[src/rtl/ping_sequencer_if.sv]
// Control/status bundle between the I2C register file (master) and the
// ping sequencer (slave). Clock and reset travel as plain ports.
interface ping_sequencer_if #(
    parameter int CW  = 16,
    parameter int PCW = 8
);
    logic           start;
    logic           abort;
    logic           cont;
    logic [CW-1:0]  burst_len;
    logic [CW-1:0]  brake_len;
    logic [CW-1:0]  blank_len;
    logic [CW-1:0]  listen_len;
    logic [1:0]     hstate;
    logic           txrx;
    logic           sample_en;
    logic           busy;
    logic           done;
    logic [PCW-1:0] ping_count;

    modport master (
        output start, abort, cont, burst_len, brake_len, blank_len, listen_len,
        input  hstate, txrx, sample_en, busy, done, ping_count
    );

    modport slave (
        input  start, abort, cont, burst_len, brake_len, blank_len, listen_len,
        output hstate, txrx, sample_en, busy, done, ping_count
    );
endinterface

[src/rtl/ping_sequencer.sv]
// Sequences one DVL ping: BURST -> BRAKE -> BLANK -> LISTEN, skipping
// zero-length phases, with registered h_bridge / txrx / sampling outputs
// decoded from the next state. Phase lengths are shadowed at start.
module ping_sequencer #(
    parameter int CW  = 16,
    parameter int PCW = 8
) (
    input  logic             hsclk,
    input  logic             rst,
    ping_sequencer_if.slave  bus
);
    localparam logic [1:0] HB_OFF   = 2'b00;
    localparam logic [1:0] HB_OSCL  = 2'b01;
    localparam logic [1:0] HB_BRAKE = 2'b10;

    // S_ZDONE is the one-cycle exit used when every phase length is zero.
    typedef enum logic [2:0] {
        S_IDLE, S_BURST, S_BRAKE, S_BLANK, S_LISTEN, S_ZDONE
    } state_t;

    typedef struct packed {
        logic [CW-1:0] burst;
        logic [CW-1:0] brake;
        logic [CW-1:0] blank;
        logic [CW-1:0] listen;
    } cfg_t;

    state_t        state;
    state_t        nxt_state;
    logic [CW-1:0] cnt;
    logic [CW-1:0] nxt_cnt;
    cfg_t          shadow;
    cfg_t          nxt_cfg;
    cfg_t          live;
    logic          finish;

    assign live = {bus.burst_len, bus.brake_len, bus.blank_len, bus.listen_len};

    // First phase with a nonzero length, or S_ZDONE when there is none.
    function automatic state_t first_phase(input cfg_t c);
        if (c.burst  != '0) return S_BURST;
        if (c.brake  != '0) return S_BRAKE;
        if (c.blank  != '0) return S_BLANK;
        if (c.listen != '0) return S_LISTEN;
        return S_ZDONE;
    endfunction

    // Next nonzero phase after s; S_IDLE marks the end of the ping.
    function automatic state_t next_after(input state_t s, input cfg_t c);
        cfg_t   m;
        state_t f;
        m = c;
        m.burst = '0;
        if (s != S_BURST)                    m.brake = '0;
        if (s == S_BLANK || s == S_LISTEN)   m.blank = '0;
        if (s == S_LISTEN)                   m.listen = '0;
        f = first_phase(m);
        return (f == S_ZDONE) ? S_IDLE : f;
    endfunction

    // Counter value on phase entry: len-1, so the phase ends when it reaches 0.
    function automatic logic [CW-1:0] load_val(input state_t s, input cfg_t c);
        case (s)
            S_BURST:  return c.burst  - CW'(1);
            S_BRAKE:  return c.brake  - CW'(1);
            S_BLANK:  return c.blank  - CW'(1);
            S_LISTEN: return c.listen - CW'(1);
            default:  return '0;
        endcase
    endfunction

    // Next-state, counter and shadow-config selection.
    always_comb begin
        // NOTE: every signal gets a default first so no path leaves it unassigned (no latch).
        nxt_state = state;
        nxt_cnt   = cnt;
        nxt_cfg   = shadow;
        finish    = 1'b0;
        unique case (state)
            S_IDLE: begin
                if (bus.start && !bus.abort) begin
                    nxt_cfg   = live;
                    nxt_state = first_phase(live);
                    nxt_cnt   = load_val(nxt_state, live);
                    finish    = (nxt_state == S_ZDONE);
                end
            end
            S_ZDONE: begin
                nxt_state = S_IDLE;
            end
            default: begin
                if (bus.abort) begin
                    nxt_state = S_IDLE;
                    nxt_cnt   = '0;
                end else if (cnt != '0) begin
                    nxt_cnt = cnt - CW'(1);
                end else begin
                    nxt_state = next_after(state, shadow);
                    if (nxt_state == S_IDLE) begin
                        finish = 1'b1;
                        if (bus.cont) begin
                            nxt_cfg   = live;
                            nxt_state = first_phase(live);
                            if (nxt_state == S_ZDONE) nxt_state = S_IDLE;
                        end
                    end
                    nxt_cnt = load_val(nxt_state, nxt_cfg);
                end
            end
        endcase
    end

    // State, counter, shadow config and registered outputs decoded from next state.
    always_ff @(posedge hsclk or posedge rst) begin
        if (rst) begin
            state          <= S_IDLE;
            cnt            <= '0;
            shadow         <= '0;
            bus.hstate     <= HB_OFF;
            bus.txrx       <= 1'b0;
            bus.sample_en  <= 1'b0;
            bus.busy       <= 1'b0;
            bus.done       <= 1'b0;
            bus.ping_count <= '0;
        end else begin
            // NOTE: non-blocking assignments so every register samples pre-edge values.
            state         <= nxt_state;
            cnt           <= nxt_cnt;
            shadow        <= nxt_cfg;
            bus.hstate    <= (nxt_state == S_BURST) ? HB_OSCL :
                             (nxt_state == S_BRAKE) ? HB_BRAKE : HB_OFF;
            bus.txrx      <= (nxt_state == S_BURST) || (nxt_state == S_BRAKE) ||
                             (nxt_state == S_BLANK);
            bus.sample_en <= (nxt_state == S_LISTEN);
            bus.busy      <= (nxt_state != S_IDLE);
            bus.done      <= finish;
            if (finish) bus.ping_count <= bus.ping_count + PCW'(1);
        end
    end
endmodule

[src/flat_wrapper.sv]
// flat-port wrapper written by rule: the top's interface ports become plain ports
module ping_sequencer_flat 
#(
    parameter int CW  = 16,
    parameter int PCW = 8
)
  (hsclk, rst, bus_start, bus_abort, bus_cont, bus_burst_len, bus_brake_len, bus_blank_len, bus_listen_len, bus_hstate, bus_txrx, bus_sample_en, bus_busy, bus_done, bus_ping_count);
  ping_sequencer_if #(.CW(CW), .PCW(PCW)) bus_i ();
  input  logic hsclk;
  input  logic rst;
  input wire logic [$bits(bus_i.start)-1:0] bus_start;
  input wire logic [$bits(bus_i.abort)-1:0] bus_abort;
  input wire logic [$bits(bus_i.cont)-1:0] bus_cont;
  input wire logic [$bits(bus_i.burst_len)-1:0] bus_burst_len;
  input wire logic [$bits(bus_i.brake_len)-1:0] bus_brake_len;
  input wire logic [$bits(bus_i.blank_len)-1:0] bus_blank_len;
  input wire logic [$bits(bus_i.listen_len)-1:0] bus_listen_len;
  output wire logic [$bits(bus_i.hstate)-1:0] bus_hstate;
  output wire logic [$bits(bus_i.txrx)-1:0] bus_txrx;
  output wire logic [$bits(bus_i.sample_en)-1:0] bus_sample_en;
  output wire logic [$bits(bus_i.busy)-1:0] bus_busy;
  output wire logic [$bits(bus_i.done)-1:0] bus_done;
  output wire logic [$bits(bus_i.ping_count)-1:0] bus_ping_count;
  assign bus_i.start = bus_start;
  assign bus_i.abort = bus_abort;
  assign bus_i.cont = bus_cont;
  assign bus_i.burst_len = bus_burst_len;
  assign bus_i.brake_len = bus_brake_len;
  assign bus_i.blank_len = bus_blank_len;
  assign bus_i.listen_len = bus_listen_len;
  assign bus_hstate = bus_i.hstate;
  assign bus_txrx = bus_i.txrx;
  assign bus_sample_en = bus_i.sample_en;
  assign bus_busy = bus_i.busy;
  assign bus_done = bus_i.done;
  assign bus_ping_count = bus_i.ping_count;
  ping_sequencer #(.CW(CW), .PCW(PCW)) u_core (.hsclk(hsclk), .rst(rst), .bus(bus_i));
endmodule
[config.mk]
export PLATFORM = sky130hd
export DESIGN_NAME = ping_sequencer_flat
export DESIGN_NICKNAME = d
export VERILOG_FILES = /design/src/rtl/ping_sequencer_if.sv /design/src/rtl/ping_sequencer.sv /design/src/flat_wrapper.sv
export SDC_FILE = /design/constraint.sdc
export NUM_CORES = 1
export LEC_CHECK = 0
export BUFFER_PORTS_ARGS = -buffer_cell sky130_fd_sc_hd__buf_2
export CAP_MARGIN = 10
export CORE_ASPECT_RATIO = 0.5
export CORE_MARGIN = 2
export CORE_UTILIZATION = 54
export CTS_CLUSTER_DIAMETER = 30
export DETAILED_ROUTE_END_ITERATION = 6
export PLACE_DENSITY = 0.75
export SETUP_SLACK_MARGIN = 0.2
export SYNTH_ARGS = -nofsm -noshare
export SYNTH_HDL_FRONTEND = slang
export SYNTH_SLANG_ARGS = --single-unit
[constraint.sdc]
create_clock -name hsclk -period 3.85 [get_ports hsclk]
set_clock_uncertainty 0.1 [all_clocks]
set_input_delay 0.385 -clock hsclk [delete_from_list [all_inputs] [get_ports hsclk]]
set_output_delay 0.385 -clock hsclk [all_outputs]
set_load 0.01 [all_outputs]
Yosys cells after proc, flatten, opt, wreduce, memory -nomap -nowiden:

Index checks and enable logic that the tools add are counted.

* register bits after elaboration: 97
* word-level logic and storage cells: 196
* output and inout bits: 14
* input port bits: 69

* mux-type cells: 132
* bitwise operators: 1
* add/subtract/negate cells: 10
* reductions and logical operators: 19
* equality and inequality tests: 22

Operators by type and width (number)
* 2-to-1 mux 64 bit: 8
* 2-to-1 mux 16 bit: 15
* subtractor 16 x 1 -> 16 bit, second input constant: 9
* case mux 16 bit (4 select lines): 2
* case mux 64 bit (2 select lines): 1
* nonzero test 16 bit: 8
* 2-to-1 mux 3 bit: 38
* 2-to-1 mux 1 bit: 63
* case mux 16 bit (2 select lines): 1
* equality test 3 bit, second input constant: 8
* equality test 3 x 2 -> 1 bit, second input constant: 7
* equality test 3 x 1 -> 1 bit, second input constant: 3
* adder 8 x 1 -> 8 bit, second input constant: 1
* zero test 3 bit: 2
* case mux 3 bit (2 select lines): 1
* 2-to-1 mux 2 bit: 2
* inequality test 2 x 1 -> 1 bit, second input constant: 2
* AND reduction 4 bit: 1
* logical OR 1 bit: 3
* inequality test 3 x 1 -> 1 bit, second input constant: 1
* nonzero test 3 bit: 1
* inequality test 2 bit, second input constant: 1
* case mux 1 bit (2 select lines): 1
* AND reduction 2 bit: 1
* 4 further kinds: 4

Depth between registers and ports, before layout:

* word-level depth: 75
* gate-level depth with buffers: 16
* mapped depth without buffers: 12

Worst setup path before layout:

OpenSTA, ideal clock, no wires.

* path kind: register to register
* start point: register u_core.shadow[13] (netlist name)
* end point: register u_core.cnt[14]
* period minus slack after synthesis: 3.816 ns
* required time: 3.621 ns
* slack: 0.034 ns
* stages on the path, launching flop included: 13
* arrival: 3.587 ns
* buffers on the path: 1
* setup time: 0.129 ns
* cell sequence: dfrtp_1 > or4_1 > o41ai_4 > nand2_2 > nor2_1 > buf_1 > mux2_2 > a222oi_1 > nand4_1 > nor2_1 > a2111oi_0 > a221oi_1 > nand2_1

* cells in the longest elaborated chain, start to end: 29
* elaborated cells between the ends (all ways): 43
* classes of those cells: 4 x add/sub; 5 x eq/ne; 32 x mux; 2 x reduce/logical

Ends and longest elaborated chain
* start, declared: line ping_sequencer.sv:32 `cfg_t shadow;`
* start signal, assigned: line ping_sequencer.sv:129 `shadow <= nxt_cfg;`
* 2-to-1 mux 16 bit: line ping_sequencer.sv:56 `if (s == S_LISTEN) m.listen = '0;`
* 2-to-1 mux 16 bit: line ping_sequencer.sv:95 `end else if (cnt != '0) begin`
* 2-to-1 mux 16 bit: line ping_sequencer.sv:92 `if (bus.abort) begin`
* 2-to-1 mux 16 bit: line ping_sequencer.sv:79 `unique case (state)`
* nonzero test 16 bit: line ping_sequencer.sv:44 `if (c.listen != '0) return S_LISTEN;`
* 2-to-1 mux 1 bit (2 in series): line ping_sequencer.sv:44
* 2-to-1 mux 1 bit: line ping_sequencer.sv:43 `if (c.blank != '0) return S_BLANK;`
* 2-to-1 mux 1 bit: line ping_sequencer.sv:95
* [... 12 more ...]
* 2-to-1 mux 64 bit or 2-to-1 mux 3 bit (tied branches): line ping_sequencer.sv:95
* 2-to-1 mux 64 bit or 2-to-1 mux 3 bit (tied branches): line ping_sequencer.sv:92
* 2-to-1 mux 64 bit or 2-to-1 mux 3 bit (tied branches): line ping_sequencer.sv:79
* subtractor 16 x 1 -> 16 bit, or another cell as far along: line ping_sequencer.sv:67 `S_LISTEN: return c.listen - CW'(1);`
* case mux 16 bit (4 select lines) *: line ping_sequencer.sv:63 `case (s)`
* 2-to-1 mux 16 bit *: line ping_sequencer.sv:95
* 2-to-1 mux 16 bit *: line ping_sequencer.sv:92
* case mux 16 bit (2 select lines) *: line ping_sequencer.sv:79
* end signal, assigned: line ping_sequencer.sv:128 `cnt <= nxt_cnt;`
* end, declared: line ping_sequencer.sv:30 `logic [CW-1:0] cnt;`

Mark *: on every way between the ends. The rest lies on a longest branch, timed or not. The select of a mux whose other input is x is not followed.
A chain may end at the register's enable or synchronous reset.

Final worst setup path:

* start point: register u_core.shadow[35] (netlist name)
* end point: register u_core.cnt[9]

* cells in the longest elaborated chain, start to end: 25
* elaborated cells between the ends (all ways): 38
* classes of those cells: 4 x add/sub; 5 x eq/ne; 27 x mux; 2 x reduce/logical

Ends and longest elaborated chain
* 2-to-1 mux 16 bit: line ping_sequencer.sv:54 `if (s != S_BURST) m.brake = '0;`
* 2-to-1 mux 16 bit: line ping_sequencer.sv:95
* 2-to-1 mux 16 bit: line ping_sequencer.sv:92
* 2-to-1 mux 16 bit: line ping_sequencer.sv:79
* nonzero test 16 bit: line ping_sequencer.sv:42 `if (c.brake != '0) return S_BRAKE;`
* 2-to-1 mux 1 bit: line ping_sequencer.sv:42
* 2-to-1 mux 1 bit: line ping_sequencer.sv:95
* 2-to-1 mux 1 bit: line ping_sequencer.sv:92
* [... 9 more ...]
* 2-to-1 mux 64 bit or 2-to-1 mux 3 bit (tied branches): line ping_sequencer.sv:95
* 2-to-1 mux 64 bit or 2-to-1 mux 3 bit (tied branches): line ping_sequencer.sv:92
* 2-to-1 mux 64 bit or 2-to-1 mux 3 bit (tied branches): line ping_sequencer.sv:79
* subtractor 16 x 1 -> 16 bit, or another cell as far along: line ping_sequencer.sv:67
* case mux 16 bit (4 select lines) *: line ping_sequencer.sv:63
* 2-to-1 mux 16 bit *: line ping_sequencer.sv:95
* 2-to-1 mux 16 bit *: line ping_sequencer.sv:92
* case mux 16 bit (2 select lines) *: line ping_sequencer.sv:79

Marks and branches as above.

==> metrics.txt <==
Post-synth EDFFs 0; worst path arrival time 4020 ps; CP cell instances nor4_2 > nand4_1 > and2_2 > a31oi_1 > buf_4 > buf_4 > a21oi_2 > o31ai_2 > buf_4 > inv_1 > or4_1 > a21boi_1 > o21ai_1 > a21oi_1; WL final 29300 um; Setup CP Type reg -> reg; Post-Synthesis Mean Instance Area 8.98 sq um; slowest stage cell on the critical path or4_1; DRT antenna net count 0; final slew viol count 0; power per cell area 351 nW/um^2; crit path to u_core.cnt[9]; Max stage delay on crit path between 500 and 600 ps; Worst setup EP type flip-flop; Yosys cell types 76; core area around 13000 sq um; Final #Nets 1069; worst ir drop on vdd approximately 290 uV; commonest non-fill, non-tap cell in the layout buf_4; Final Setup Violations 0; launch point of the worst reg-to-reg path u_core.shadow[35]; drt pass-1 iters 7; CTS root buf clkbuf_16; Mapped Cells slightly below 800; initial antenna violation count 0; Max-Cap Viols 0; grt peak-use layer met2; global-route wire length before repair 42900 um; leakage around 4 nW; outcome complete, no violations; CP startpoint u_core.shadow[35]; DR WL/cell around 25 um; dominant synthesized flop cell dfrtp_1; later-pin clock latency in the skew report 360 ps; via count a little over 8000; Seq cells post-synth 97; CTS Buffer Depth 2; clk sinks 97; Slew headroom 28.9%; vias in the first global route 7287; Initial Utilization about 55%; clock-pin slew on the worst setup and hold paths 80 ps; Post-DP HPWL 21600 um; CP Data Required Time 4030 ps; GRT Total Usage 41.0%; post-synthesis sequential area ratio 34.7%; Worst R2R Path Depth 14; Mapped Nets 851; leading area contributor after synthesis dfrtp_1; Crit path top cell by count buf_4; fin area around 9700 sq um; Reg2Reg Capture Point u_core.cnt[9]; die area 13900 sq um; Syn Std Cell Area 6990 sq um; Critical Path Fanout Max 10; Post-synth ARST share 100%; final hold slack 157 ps; placed instance area 8510 sq um; GP Congestion 1.00; top cells by area, synth dfrtp_1, mux2_2, a21oi_1, o21ai_0, nand3_1; CTS HTree Levels 3; drt drc 0; standard-cell row count 29; commonest non-fill, non-tap cells in the layout buf_4, dfrtp_1, buf_2; gr ovfl total 0; CTS Hold Buffers Added 0; Least-Margin Pin Slew 1070 ps; largest net degree at the start of global routing 85; Tmin final 3840 ps; Layout area overhead 38.9%; Synth top area share between 30% and 40%; DR iter-0 viols around 1500; unrepaired setup endpoints after global routing true; I/O Pins 83; YS warnings 0; Vias/cell 6.96; grt met1 use 59.4%; Port Buffer Count 82; TritonCTS clock tree built; R2R Setup Slk 10 ps; met3 usage 15.2%; worst hold path class in -> async; final period utilization 99.7%; crit start category flip-flop; Die W between 150 and 200 um; GR Layer Usage met2 59.5%; Max Clk Rate 261 MHz; total CTS buffers 9; Fin. Hold Viols 0; layout cells sized above 1 40.8%; die outline height 84.4 um
per-layer routing:
layer / share of wire [%] / wire length (um)
met3: 14 / 4020
met5: 0.23 / 68
met4: 2.9 / 843
met2: 42 / 12200
met1: 42 / 12200
sequential cells by signal (all words and copies together) (netlist names):
register               flops
u_core.cnt                16
u_core.bus.busy            1
u_core.bus.sample_en       1
u_core.bus.ping_count      8
u_core.bus.txrx            1
u_core.bus.done            1
u_core.state               3
u_core.bus.hstate          2
u_core.shadow             64
repair_timing:
item	4_1_cts	5_1_grt
buffers inserted	12	20
endpoints found under the setup margin	72	79
cloned	0	3
pin swaps	18	42
gates resized for setup	47	70
through the flow:
step                      util [%]  TNS, ps  setup WS (ps)  instances  power (mW)
after floorplan                  -        0            213        778        1.81
after global placement        67.2     -115          -50.3       1120        2.19
after detailed placement      67.2     -869           -171       1120        2.22
after CTS                     72.1        0            125       1148        3.23
after global routing          76.6     -291          -58.2       1171        3.53
final                         76.6        0           11.3       1172        3.41
power by group:
part | leakage, nW | internal [mW] | switching (mW)
Clock | 0.150 | 0.466 | 0.483
Sequential | 1.17 | 1.18 | 0.163
Combinational | 2.66 | 0.544 | 0.573
final cells by class:
type	instances	area, sq um
Antenna cell	1	2.50
Clock buffer	9	225
Clock inverter	7	81.3
Fill cell	902	2960
Inverter	9	36.3
Multi-Input combinational cell	626	4840
Sequential cell	97	2430
Tap cell	170	213
Timing Repair Buffer	253	1880
critical path: cells and delay by family (launching register included):
| kind | cells | cell delay [ps] |
|---|---|---|
| simple gates | 4 | 1610 |
| flops | 1 | 450 |
| compound gates | 6 | 990 |
| buf+inv | 4 | 610 |
worst min-delay path by stage:
stage | to | depth (start not counted) | start | slack [ps]
after floorplan | u_core.shadow[48] | 1 | u_core.shadow[48] | 350
after global placement | u_core.bus.ping_count[7] | 1 | u_core.bus.ping_count[7] | 360
after detailed placement | u_core.bus.ping_count[7] | 1 | u_core.bus.ping_count[7] | 360
after CTS | u_core.shadow[63] | 2 | bus_burst_len[15] | 190
after global routing | u_core.shadow[63] | 2 | bus_burst_len[15] | 210
final | u_core.shadow[39] | 2 | rst | 160
kinds of logic (layout without fill, tap and decap cells):
family,after synthesis,after routing,synth area share [%]
other cells,0,1,0
flops,97,97,34.7
mux,77,77,12.4
simple gates,265,265,20.5
xor+xnor,34,34,4.26
buf+inv,55,278,3.42
fa+ha+maj,4,4,0.716
compound gates,246,246,24.0
synthesized netlist by cell type, types with 7 or more instances:
library cell and n:
mux2_1 16, nor2_1 45, mux2_2 53, nand3_1 42
and3_1 15, dfrtp_1 97, buf_2 14, xnor2_1 21
xor2_1 13, inv_1 9, a21oi_1 58, a31oi_1 14
o21ai_1 16, o31ai_1 15, o21ai_0 50, nor4_1 33
o21a_1 7, nand4_1 24, clkbuf_1 28, mux2i_1 7
a211oi_1 14, nor3_1 18, nand2_1 45
Power figures use the tool's default switching activity.
